$ cat config.mk
export PLATFORM = sky130hd
export DESIGN_NAME = seven_seg_mux_counter
export DESIGN_NICKNAME = d
export VERILOG_FILES = /design/src/rtl/seven_seg_mux_counter.sv
export SDC_FILE = /design/constraint.sdc
export NUM_CORES = 1
export LEC_CHECK = 0
export ABC_AREA = 1
export CORE_MARGIN = 1.5
export CORE_UTILIZATION = 55
export DETAILED_ROUTE_END_ITERATION = 6
export GPL_TIMING_DRIVEN = 0
export MAX_ROUTING_LAYER = met4
export PLACE_DENSITY_LB_ADDON = 0.08
export SETUP_SLACK_MARGIN = 0.1
export SYNTH_ARGS = -nofsm -noshare
export SYNTH_HDL_FRONTEND = slang
export SYNTH_SLANG_ARGS = --single-unit
export TNS_END_PERCENT = 5
$ cat constraint.sdc
create_clock -name clk -period 2 [get_ports clk]
set_input_delay 0.3 -clock clk [delete_from_list [all_inputs] [get_ports clk]]
set_output_delay 0.3 -clock clk [all_outputs]
set_load 0.005 [all_outputs]
$ cat src/rtl/seven_seg_mux_counter.sv
// seven_seg_mux_counter: prescaled multi-digit BCD up/down counter driving a
// time-multiplexed seven-segment display with optional leading-zero blanking.
module seven_seg_mux_counter #(
  parameter int DIGITS   = 4,
  parameter int PRESCALE = 1000000,
  parameter int REFRESH  = 1024,
  parameter int BLANK    = 1
) (
  input  logic              clk,
  input  logic              rst,
  input  logic              en,
  input  logic              dir,
  input  logic              clear,
  output logic [6:0]        seg,
  output logic              dp,
  output logic [DIGITS-1:0] digit_sel,
  output logic              wrap
);
  localparam int PW = $clog2(PRESCALE);
  localparam int RW = REFRESH > 1 ? $clog2(REFRESH) : 1;
  localparam int IW = DIGITS > 1 ? $clog2(DIGITS) : 1;

  logic [PW-1:0]            r_pre;
  logic [RW-1:0]            r_rcnt;
  logic [IW-1:0]            r_idx;
  logic [DIGITS-1:0][3:0]   r_dig;
  logic [6:0]               r_seg;
  logic                     r_dp;
  logic [DIGITS-1:0]        r_sel;
  logic                     r_wrap;
  logic [DIGITS-1:0][3:0]   w_dig_nxt;
  logic [DIGITS-1:0]        w_blank;
  logic [IW-1:0]            w_nidx;
  logic [3:0]               w_d;
  logic                     w_carry;
  logic                     w_z;
  logic                     w_tick;

  function automatic logic [6:0] dec(input logic [3:0] d);
    case (d)
      4'd0: dec = 7'h3f;
      4'd1: dec = 7'h06;
      4'd2: dec = 7'h5b;
      4'd3: dec = 7'h4f;
      4'd4: dec = 7'h66;
      4'd5: dec = 7'h6d;
      4'd6: dec = 7'h7d;
      4'd7: dec = 7'h07;
      4'd8: dec = 7'h7f;
      4'd9: dec = 7'h6f;
      default: dec = 7'h00;
    endcase
  endfunction

  assign w_tick = en && r_pre == PW'(PRESCALE - 1);
  assign w_nidx = r_rcnt == RW'(REFRESH - 1) ? (r_idx == IW'(DIGITS - 1) ? '0 : r_idx + 1'b1) : r_idx;

  // Ripple carry/borrow; w_carry surviving past the top digit means a full wrap.
  always_comb begin
    w_dig_nxt = r_dig;
    w_carry = 1'b1;
    w_d = 4'd0;
    for (int i = 0; i < DIGITS; i++) begin
      w_d = r_dig[i];
      w_dig_nxt[i] = !w_carry ? w_d : dir ? (w_d == 4'd9 ? 4'd0 : w_d + 4'd1) : (w_d == 4'd0 ? 4'd9 : w_d - 4'd1);
      w_carry = w_carry && (dir ? w_d == 4'd9 : w_d == 4'd0);
    end
  end

  always_comb begin
    w_blank = '0;
    w_z = 1'b1;
    for (int i = DIGITS - 1; i > 0; i--) begin
      w_z = w_z && r_dig[i] == 4'd0;
      w_blank[i] = BLANK != 0 && w_z;
    end
  end

  always_ff @(posedge clk or posedge rst)
    if (rst) begin
      r_pre  <= '0;
      r_dig  <= '0;
      r_wrap <= 1'b0;
    end else if (clear) begin
      r_pre  <= '0;
      r_dig  <= '0;
      r_wrap <= 1'b0;
    end else begin
      r_wrap <= w_tick && w_carry;
      if (w_tick) begin
        r_pre <= '0;
        r_dig <= w_dig_nxt;
      end else if (en)
        r_pre <= r_pre + 1'b1;
    end

  always_ff @(posedge clk or posedge rst)
    if (rst) begin
      r_rcnt <= '0;
      r_idx  <= '0;
      r_sel  <= DIGITS'(1);
      r_seg  <= 7'h3f;
      r_dp   <= 1'b0;
    end else begin
      r_rcnt <= r_rcnt == RW'(REFRESH - 1) ? '0 : r_rcnt + 1'b1;
      r_idx  <= w_nidx;
      r_sel  <= DIGITS'(1) << w_nidx;
      r_seg  <= w_blank[w_nidx] ? 7'h00 : dec(r_dig[w_nidx]);
      r_dp   <= w_nidx == '0 && r_pre < PW'(PRESCALE / 2);
    end

  assign seg       = r_seg;
  assign dp        = r_dp;
  assign digit_sel = r_sel;
  assign wrap      = r_wrap;
endmodule
After elaboration in Yosys (flattened, before gate mapping)
Memory sizes are Yosys's and may differ from the RTL's.
Index checks and enable logic that the tools add are counted.
{"block": "totals", "reg_bits": 61, "latch_bits": 0, "ram_bits": 0, "mem_bits_ro": 112, "input_bits": 5, "out_inout_bits": 13, "wordCells": 87, "n_memories": 1}
{"block": "classes", "addsub": 11, "multipliers": 0, "div": 0, "magnitude_cmp": 2, "n_eq_ne": 7, "shifts": 1, "mux": 33, "bitwise_logic": 0, "reduce_logical": 21}
{"name": "(name not given)", "depth": 16, "width": 7, "rd": 1, "rd_ports_with_merged_regs": 0, "wr": 0, "line": "40", "source": "case (d)"}
{"operator": "4-bit 2-to-1 mux", "n": 16}
{"operator": "20-bit 2-to-1 mux", "n": 3}
{"operator": "16-bit 2-to-1 mux", "n": 2}
{"operator": "20-bit by 1-bit adder with 20-bit output, second input constant", "n": 1}
{"operator": "20-bit == test, second input constant", "n": 1}
{"operator": "20-bit by 19-bit less-than comparator with 1-bit output, second input constant", "n": 1}
{"operator": "4-bit by 1-bit adder with 4-bit output, second input constant", "n": 4}
{"operator": "4-bit == test, second input constant", "n": 4}
{"operator": "4-bit zero test", "n": 4}
{"operator": "4-bit by 1-bit subtractor with 4-bit output, second input constant", "n": 4}
{"operator": "10-bit by 1-bit adder with 10-bit output, second input constant", "n": 1}
{"operator": "10-bit == test, second input constant", "n": 1}
{"operator": "10-bit 2-to-1 mux", "n": 1}
{"operator": "4-bit binary-select mux with 2-bit select", "n": 1}
{"operator": "1-bit logical AND", "n": 8}
{"operator": "2-bit nonzero test", "n": 4}
{"operator": "7-bit 2-to-1 mux", "n": 1}
{"operator": "1-bit 2-to-1 mux", "n": 6}
{"operator": "2-bit AND reduction", "n": 3}
{"operator": "2-bit 2-to-1 mux", "n": 2}
{"operator": "1-bit by 2-bit << shifter with 4-bit output, first input constant", "n": 1}
{"operator": "2-bit by 3-bit less-than comparator with 1-bit output, second input constant", "n": 1}
{"operator": "3-bit nonzero test", "n": 1}
{"operator": "2-bit by 1-bit adder with 2-bit output, second input constant", "n": 1}
{"operator": "3 further kinds", "n": 3}

Longest topological paths before layout
Gate-level depths: netlist (run 1).
{"block": "logic_depth", "ltp_word": 7, "mapped_depth": 17, "ltp_nobuf": 17}

Worst setup path after synthesis (run 1)
No wires, ideal clock.
{"block": "synth_timing", "path_type": "reg-to-reg", "from": "register r_rcnt[0]", "to": "register r_seg[3], in the netlist seg[3]", "setup_time_ns": 0.064, "arrival_time_ns": 2.101, "required_time_ns": 1.936, "setup_slack_ns": -0.165, "stages_incl_launch_ff": 16, "n_path_buf": 1, "period_less_slack_ns": 2.165, "cell_sequence": "dfrtp_1 -> ha_1 -> nand2_2 -> nor2_8 -> nand4_2 -> nand2_4 -> buf_6 -> nand2_1 -> nand2_1 -> nand2_1 -> nand2_2 -> inv_1 -> ha_1 -> nor2_1 -> nor2_1 -> nor2_2"}
{"block": "synth_via", "elab_chain_len": 6, "word_cells_on_any_way": 8, "cone_classes": "1 x eq/ne; 6 x mux; 1 x memory"}
{"item": "start: declaration", "line": "24", "source": "logic [RW-1:0] r_rcnt;"}
{"item": "start signal: assignment", "line": "105", "source": "r_rcnt <= r_rcnt == RW'(REFRESH - 1) ? '0 : r_rcnt + 1'b1;"}
{"item": "10-bit == test (*)", "line": "56", "source": "assign w_nidx = r_rcnt == RW'(REFRESH - 1) ? (r_idx == IW'(DIGITS - 1) ? '0 : r_idx + 1'b1) : r_idx;"}
{"item": "2-bit 2-to-1 mux (*)", "line": "56"}
{"item": "4-bit binary-select mux with 2-bit select", "line": "108", "source": "r_seg <= w_blank[w_nidx] ? 7'h00 : dec(r_dig[w_nidx]);"}
{"item": "4-bit 2-to-1 mux (implied by the code)", "line": "108"}
{"item": "memory read 16 x 7 bit"}
{"item": "7-bit 2-to-1 mux (*)", "line": "108"}
{"item": "end signal: assignment", "line": "108"}
{"item": "end: declaration", "line": "27", "source": "logic [6:0] r_seg;"}
Every way passes the cells marked *; elsewhere a longest branch is shown, timed or not. The select of a mux whose other input is x is not followed.
A chain may end at the register's enable or synchronous reset.

Worst setup path in the final report (run 1)
{"block": "layout_timing", "from": "register r_rcnt[0]", "to": "register r_seg[0], in the netlist seg[0]"}
The elaborated chain is that of the path after synthesis.

==> results.json, run 1 <==
{
  "die_area_um2": 7630,
  "grt_pass1_vias": 3342,
  "yosys.area_share.adder_pct": 2.56,
  "track_usage_pct": 26.4,
  "fin_skew_ps": 9.96,
  "fin_crit_sh_pct": 109,
  "syn_area_um2": 3910,
  "setup_ws_ps": -189,
  "timing.hold.ws_ps": 340,
  "synth_area_per_cell_um2": 7.38,
  "drive_gt1_share_pct": 24.0,
  "clock_path_buffers": 2,
  "synth-main-ff-cell": "dfrtp_1",
  "synth_cell_types": 39,
  "required_ps": 2280,
  "synth_seq_area_share_pct": 39.2,
  "drt_iter0_markers": 280,
  "dieHeight_um": 87.4,
  "grt.overflow.total": 0,
  "synth_edf_count": 0,
  "synth_xor_area_share_pct": 2.91,
  "cts_buffers": 9,
  "drc_errors": 0,
  "worst_path_max_delay_cell": "dfrtp_1",
  "vias": 3681,
  "clkSinkCount": 61,
  "root_buffer": "clkbuf_8",
  "timing.fmax_ghz": 0.457,
  "cp-start-kind": "flip-flop",
  "portBuffers": 16,
  "hold_viol": 0,
  "ys_top_cells_by_area": "dfrtp_1, nand2_1, inv_1, nor2_1, nand3_1",
  "synthSimpleGateAreaFrac_pct": 36.3,
  "dp_cells": 643,
  "synth_top_family_by_area": "simple AND/OR/NAND/NOR gates",
  "crit_path_end_kind": "flip-flop",
  "final_cells": 684,
  "rrSetupSlack_ps": -190,
  "grt_pass1_wl_mm": 15.3,
  "core_um2": 6830,
  "synthArstFlopShare_pct": 100,
  "grt_start_max_net_pins": 35,
  "path_clk_slew_ps": 70,
  "cp.arrival_ps": 2470,
  "routed_wl_mm": 9.49,
  "maxSlewViolCount": 0,
  "pwr_density_cell_nw_per_um2": 600,
  "power_mw": 2.95,
  "htreeDepth": 3,
  "layout_common_cells": "nand2_1, inv_1, dfrtp_1, nor2_1, nand3_1",
  "r2r-start": "r_rcnt[0]",
  "rsz0062_at_grt": "true",
  "synth_nets": 543,
  "yosys_register_bits": 61,
  "violations": "setup timing",
  "ys_warn_count": 0,
  "rows": 30,
  "holdBufCountCts": 0,
  "drtPass1Iterations": 5,
  "clock_latency_ps": 350,
  "layout_commonest_cell": "nand2_1",
  "antenna_found_initial": 0,
  "synth.top_cell.area_share_pct": 34.5,
  "wl_per_cell_um": 13.9,
  "drv_cap": 0,
  "status": "finished with violations",
  "worst_path_most_repeated_cell": "nand2_4",
  "p_leak_nw": 2.36,
  "synth_top_area_cell": "dfrtp_1",
  "cp_cell_sequence": "ha_4 -> nand2_4 -> nor2_8 -> nand3_4 -> nand2_4 -> nand2_4 -> buf_8 -> nand2_4 -> nand2_2 -> nand2_2 -> nand2_4 -> inv_4 -> buf_4 -> ha_1 -> nor2_1 -> nor2_1 -> nor2_2",
  "slew_headroom_pct": 59.6,
  "crit_buf_inv": 3,
  "crit_family": "simple AND/OR/NAND/NOR gates",
  "syn_inst": 530,
  "start_util_pct": 57.3,
  "ant_nets": 0,
  "synth_compound_area_share_pct": 10.5,
  "boundaryPins": 18,
  "antenna_cells": 0,
  "tightest_slew_ps": 605,
  "viasPerCell": 5.38,
  "final-setup-viol-count": 7,
  "area_growth_pct": 25.5,
  "path_max_fanout": 5,
  "critPathMaxStageDelay_ps": 400,
  "hold_class": "in -> async",
  "die_w_um": 87.4,
  "dp_slack_ps": -306,
  "final_net_count": 596,
  "gp_congestion": 0.952,
  "yosys-mux-area-fraction_pct": 0,
  "worstSetupPathType": "reg -> reg",
  "placed_cell_area_um2": 4300,
  "ir_drop_uv": 378,
  "cts_tree": "done",
  "period_minus_slack_ps": 2190,
  "dpl.hpwl_mm": 6.37,
  "r2r_end": "seg[0]",
  "rr_worst_depth": 17,
  "fin_area_um2": 4910
}
[sequential cells by signal, summed over array words and instances (netlist names)]
name and count:
w_d 4, r_pre 20, digit_sel 4, r_idx 2, wrap 1, r_dig 12
seg 7, dp 1, r_rcnt 10
[repair_timing]
item                                    in CTS  in global routing
endpoints found under the setup margin      24                 39
setup buffers                               18                  7
cloned                                       0                  0
gates resized for setup                      6                 46
pin swaps                                   12                 20
[final cells by class]
class,count,area (um^2)
Tap cell,96,120
Multi-Input combinational cell,385,2310
Clock buffer,13,159
Clock inverter,3,67.6
Inverter,74,283
Sequential cell,61,1540
Timing Repair Buffer,42,375
Buffer,10,61.3
Fill cell,545,1920
[through the flow]
step                setup TNS (ps)  util (%)
floorplan                        0         -
global placement            -56160      62.6
global route                 -1770      71.9
finish                        -809      71.9
CTS                           -290      68.5
detailed placement           -5200      62.9
[cell families after synthesis]
group	Yosys count
simple gates	290
buf+inv	84
compound gates	74
flops	61
xor+xnor	13
fa+ha+maj	8
[how the worst max path moves through the flow]
stage          startpoint        end  slack, ps  depth (start not counted)
6_report        r_rcnt[0]     seg[0]       -190                         17
5_1_grt         r_rcnt[0]     seg[0]       -310                         15
4_1_cts         r_rcnt[0]     seg[6]        -70                         15
3_5_place_dp        clear  r_pre[15]       -310                          8
3_3_place_gp          rst  r_dig[11]       -900                          2
2_1_floorplan   r_rcnt[1]     seg[3]         20                         16
[cells in the mapped netlist (all sizes together), types with 3 or more instances]
library cell and number:
nand2 141, inv 74, nor2 72, dfrtp 54
nand3 49, o21ai 35, a21oi 25, nor3 13
nand4 11, xor2 11, ha 8, dfstp 7
buf 6, clkbuf 4, o22ai 4, nor4 3
[layer usage]
| metal | GRT usage [%] | vias up | wire length [um] | part of all wire (%) |
|---|---|---|---|---|
| li1 | - | 1819 | - | - |
| met1 | 36.0 | 1745 | 4470 | 47 |
| met2 | 40.6 | 103 | 4490 | 47 |
| met3 | 3.51 | 14 | 372 | 3.9 |
| met4 | 8.66 | 0 | 160 | 1.7 |
| met5 | - | - | 0 | 0 |
[power by group]
group / switching (mW) / internal (mW) / total [mW]
registers: 0.0509 / 1.27 / 1.32
clock network: 0.495 / 0.771 / 1.27
logic: 0.245 / 0.112 / 0.356
Note: power is estimated with default switching activity, not from simulation.
==> run 2: changes to the inputs <==
- CORE_UTILIZATION: 55 -> 50
==> results.json, run 2 (same netlist as run 1, synthesis figures left out) <==
{
  "routed_wl_mm": 9.03,
  "layout_commonest_cell": "nand2_1",
  "die_area_um2": 8370,
  "dpl.hpwl_mm": 6.30,
  "drv_cap": 0,
  "area_growth_pct": 24.4,
  "worstSetupPathType": "reg -> reg",
  "viasPerCell": 5.15,
  "final_cells": 687,
  "dp_slack_ps": -318,
  "cts_tree": "done",
  "path_max_fanout": 5,
  "worst_path_max_delay_cell": "dfrtp_1",
  "placed_cell_area_um2": 4310,
  "largest_reg_flops": 20,
  "root_buffer": "clkbuf_8",
  "layout_common_cells": "nand2_1, inv_1, dfrtp_1, nor2_1, nand3_1",
  "drc_errors": 0,
  "grt_pass1_vias": 3400,
  "drive_gt1_share_pct": 22.7,
  "reg_top3": "r_pre: 20 flops, r_dig: 12 flops, r_rcnt: 10 flops",
  "cp-start-kind": "flip-flop",
  "ant_nets": 0,
  "final-setup-viol-count": 7,
  "final_net_count": 593,
  "dieHeight_um": 91.5,
  "portBuffers": 16,
  "violations": "setup timing",
  "clock_latency_ps": 350,
  "die_w_um": 91.5,
  "rr_worst_depth": 17,
  "finalSetupTns_ps": -469,
  "cp.arrival_ps": 2370,
  "antenna_found_initial": 0,
  "dp_cells": 649,
  "rows": 32,
  "grt.overflow.total": 0,
  "fin_area_um2": 4870,
  "grtUsageMet3_pct": 3.43,
  "required_ps": 2280,
  "vias": 3536,
  "htreeDepth": 3,
  "fin_crit_sh_pct": 104,
  "power_mw": 3.04,
  "worst_path_most_repeated_cell": "nand2_4",
  "holdBufCountCts": 0,
  "tightest_slew_ps": 672,
  "hold_viol": 0,
  "met2_usage_pct": 36.3,
  "p_leak_nw": 2.33,
  "timing.fmax_ghz": 0.479,
  "clock_path_buffers": 2,
  "setup_ws_ps": -88.4,
  "timing.hold.ws_ps": 368,
  "pwr_density_cell_nw_per_um2": 625,
  "grt_pass1_wl_mm": 15.6,
  "ir_drop_uv": 406,
  "track_usage_pct": 24.0,
  "final_core_util_pct": 63.7,
  "rsz0062_at_grt": "true",
  "boundaryPins": 18,
  "period_minus_slack_ps": 2090,
  "start_util_pct": 51.2,
  "fin_skew_ps": 13.0,
  "grt_start_max_net_pins": 33,
  "path_clk_slew_ps": 80,
  "slew_headroom_pct": 55.2,
  "gr-max-usage-layer": "met2",
  "status": "finished with violations",
  "largest_register": "r_pre",
  "use_met1_pct": 32.5,
  "clkSinkCount": 61,
  "hold_class": "in -> async",
  "gp_congestion": 0.955,
  "cts_buffers": 9,
  "drt_iter0_markers": 193,
  "antenna_cells": 0,
  "critPathMaxStageDelay_ps": 400,
  "maxSlewViolCount": 0,
  "drtPass1Iterations": 5,
  "cp_cell_sequence": "ha_4 -> nand2_4 -> nor2_8 -> nand3_4 -> nand2_4 -> nand2_4 -> buf_8 -> nand2_1 -> nand2_1 -> nand2_2 -> nand2_4 -> ha_4 -> inv_1 -> nand3_1 -> nand2_2 -> nor2_1 -> nor2_2",
  "core_um2": 7650,
  "crit_path_end_kind": "flip-flop",
  "wl_per_cell_um": 13.1
}
[run 2: cell count changes in the layout (fill, tap and decap cells not counted), sizes merged]
| cell | before | now |
|---|---|---|
| clkinv | 0 | 1 |
| clkbuf | 17 | 13 |
| inv | 74 | 75 |
| bufinv | 2 | 3 |
| buf | 32 | 29 |
| clkinvlp | 1 | 2 |
[run 2: power breakdown]
part / internal [mW] / leakage (nW) / switching (mW)
Clock: 0.834 / 0.116 / 0.540
Combinational: 0.109 / 1.42 / 0.240
Sequential: 1.27 / 0.797 / 0.0502
Total: 2.21 / 2.33 / 0.830
[run 2: metal layers]
metal / part of all wire (%) / wire (um)
met1: 49 / 4460
met2: 46 / 4130
met3: 3.8 / 347
met4: 1.1 / 96
met5: 0 / 0
[run 2: worst max-delay path: cells and delay by family, from the launching register on]
kind                       cells  cell delay (ps)
and+or+nand+nor               13             1130
buffers and inverters          2              170
adders and majority gates      2              320
DFF                            1              400
[run 2: layout make-up]
cell class,instances,area [um^2]
repair buffers,39,345
clock inverters,7,123
fillers,676,2780
multi-input cells,385,2270
flip-flops and latches,61,1540
well taps,102,128
clock buffers,9,124
inverters,74,283
plain buffers,10,61.3
[run 2: path summary, 6_finish.rpt]
kind / startpoint / endpoint / slack, ps
min in group clk: dir / wrap / 420
min: rst / r_pre[1] / 370
max: r_rcnt[0] / seg[0] / -90
max reg2reg: r_rcnt[0] / seg[0] / -90
min reg2reg: r_rcnt[6] / r_rcnt[6] / 500
max in group asynchronous: rst / seg[4] / 950
[run 2: what timing repair did]
action | 4_1_cts | 5_1_grt
endpoints found under the setup margin | 23 | 35
setup buffers | 18 | 4
pin swaps | 15 | 8
resized for setup | 10 | 31
hold endpoints to repair | 0 | 0
==> run 3: changes to the inputs <==
- clock period: 2 -> 2.2 ns (I/O delays scaled with it)
==> results.json, run 3 (same netlist as run 1, synthesis figures left out) <==
{
  "status": "completed",
  "worst_path_max_delay_cell": "dfrtp_1",
  "antenna_found_initial": 0,
  "drtPass1Iterations": 4,
  "hold_class": "in -> async",
  "fin_skew_ps": 8.06,
  "reg_top3": "r_pre: 20 flops, r_dig: 12 flops, r_rcnt: 10 flops",
  "start_util_pct": 51.2,
  "p_leak_nw": 2.29,
  "htreeDepth": 3,
  "rsz0062_at_grt": "true",
  "gp_congestion": 0.902,
  "pwr_density_cell_nw_per_um2": 515,
  "track_usage_pct": 24.2,
  "final-setup-viol-count": 0,
  "wl_per_cell_um": 13.4,
  "multi_input_area_um2": 2230,
  "drive_gt1_share_pct": 20.8,
  "tightest_slew_ps": 568,
  "largest_reg_flops": 20,
  "timing.fmax_ghz": 0.471,
  "die_area_um2": 8370,
  "drt_iter0_markers": 226,
  "required_ps": 2440,
  "grt_pass1_vias": 3456,
  "clock_path_buffers": 2,
  "cts_tree": "done",
  "finalSetupTns_ps": 0,
  "root_buffer": "clkbuf_8",
  "crit_path_end_kind": "flip-flop",
  "path_clk_slew_ps": 70,
  "cp.arrival_ps": 2360,
  "core_um2": 7650,
  "layout_commonest_cell": "nand2_1",
  "dieHeight_um": 91.5,
  "dpl.hpwl_mm": 6.42,
  "worst_path_most_repeated_cell": "nand2_4",
  "rows": 32,
  "routed_wl_mm": 9.16,
  "cp-start-kind": "flip-flop",
  "grt.overflow.total": 0,
  "period_minus_slack_ps": 2120,
  "fill_cells": 690,
  "setup_ws_ps": 76.3,
  "ir_drop_uv": 280,
  "crit_buf_inv": 2,
  "layout_common_cells": "nand2_1, inv_1, dfrtp_1, nor2_1, nand3_1",
  "holdBufCountCts": 0,
  "fin_crit_sh_pct": 96.5,
  "area_growth_pct": 21.5,
  "final_core_util_pct": 62.2,
  "maxSlewViolCount": 0,
  "drv_cap": 0,
  "grt_pass1_wl_mm": 15.7,
  "portBuffers": 16,
  "cp_cell_sequence": "ha_2 -> nand2_4 -> nor2_8 -> nand3_4 -> nand2_4 -> nand2_4 -> nand2_1 -> nand2_1 -> nand2_2 -> nand2_4 -> inv_2 -> ha_4 -> inv_2 -> nand3_1 -> nand2_2 -> nor2_2 -> nor2_2",
  "critPathMaxStageDelay_ps": 360,
  "die_w_um": 91.5,
  "ff_latch_area_um2": 1540,
  "clkSinkCount": 61,
  "hold_viol": 0,
  "boundaryPins": 18,
  "dp_slack_ps": -158,
  "largest_register": "r_pre",
  "vias": 3600,
  "crit_family": "simple AND/OR/NAND/NOR gates",
  "power_mw": 2.45,
  "rrSetupSlack_ps": 80,
  "drc_errors": 0,
  "dp_cells": 649,
  "final_net_count": 591,
  "worstSetupPathType": "reg -> reg",
  "antenna_cells": 0,
  "grt_start_max_net_pins": 43,
  "cts_buffers": 9,
  "ant_nets": 0,
  "clock_latency_ps": 340,
  "slew_headroom_pct": 62.1,
  "path_max_fanout": 9,
  "final_cells": 685,
  "viasPerCell": 5.26
}
[run 3: changes by cell type in the layout (fill, tap and decap cells not counted), sizes merged]
cell and delta:
clkbuf +6, buf -2, inv -1, clkinvlp -2, bufinv -3
[run 3: routing by layer]
layer	GRT usage [%]	vias to the layer above	share of wire, %
met2	37.4	65	46
met4	10.2	0	1.5
met5	-	-	0
met3	3.18	13	3.0
li1	-	1812	-
met1	31.9	1710	49
[run 3: what timing repair did]
action / in CTS / in global routing
resized for setup: 26 / 23
buffers inserted: 13 / 7
endpoints found under the setup margin: 7 / 26
pin swaps: 24 / 17
gates cloned: 0 / 0
[run 3: report_power, final]
group	switching (mW)	leakage [nW]	internal, mW	total (mW)
registers	0.0437	0.797	1.16	1.20
clock network	0.434	0.0937	0.502	0.936
logic	0.216	1.40	0.0989	0.315
total	0.694	2.29	1.76	2.45
[run 3: final timing paths]
kind	start	end	cells past startpoint
worst max-delay path	r_rcnt[0]	seg[6]	17
worst min-delay path	rst	r_pre[4]	2
worst max register to register	r_rcnt[0]	seg[6]	17
worst min register to register	r_rcnt[6]	r_rcnt[6]	1
max in group asynchronous	rst	seg[4]	3
min in group clk	dir	wrap	4
[run 3: layout make-up]
class                           instances  area share, %
Buffer                                 10           1.29
Clock buffer                           15           3.71
Clock inverter                          1          0.105
Inverter                               74           6.00
Multi-Input combinational cell        385           46.9
Sequential cell                        61           32.3
Tap cell                              102           2.68
Timing Repair Buffer                   37           7.03
[run 3: through the flow]
step | area (um^2) | hold WS, ps
3_3_place_gp | 4220 | 481
3_5_place_dp | 4240 | 492
5_1_grt | 4750 | 396
4_1_cts | 4620 | 312
6_report | 4750 | 310
2_1_floorplan | 3930 | 426
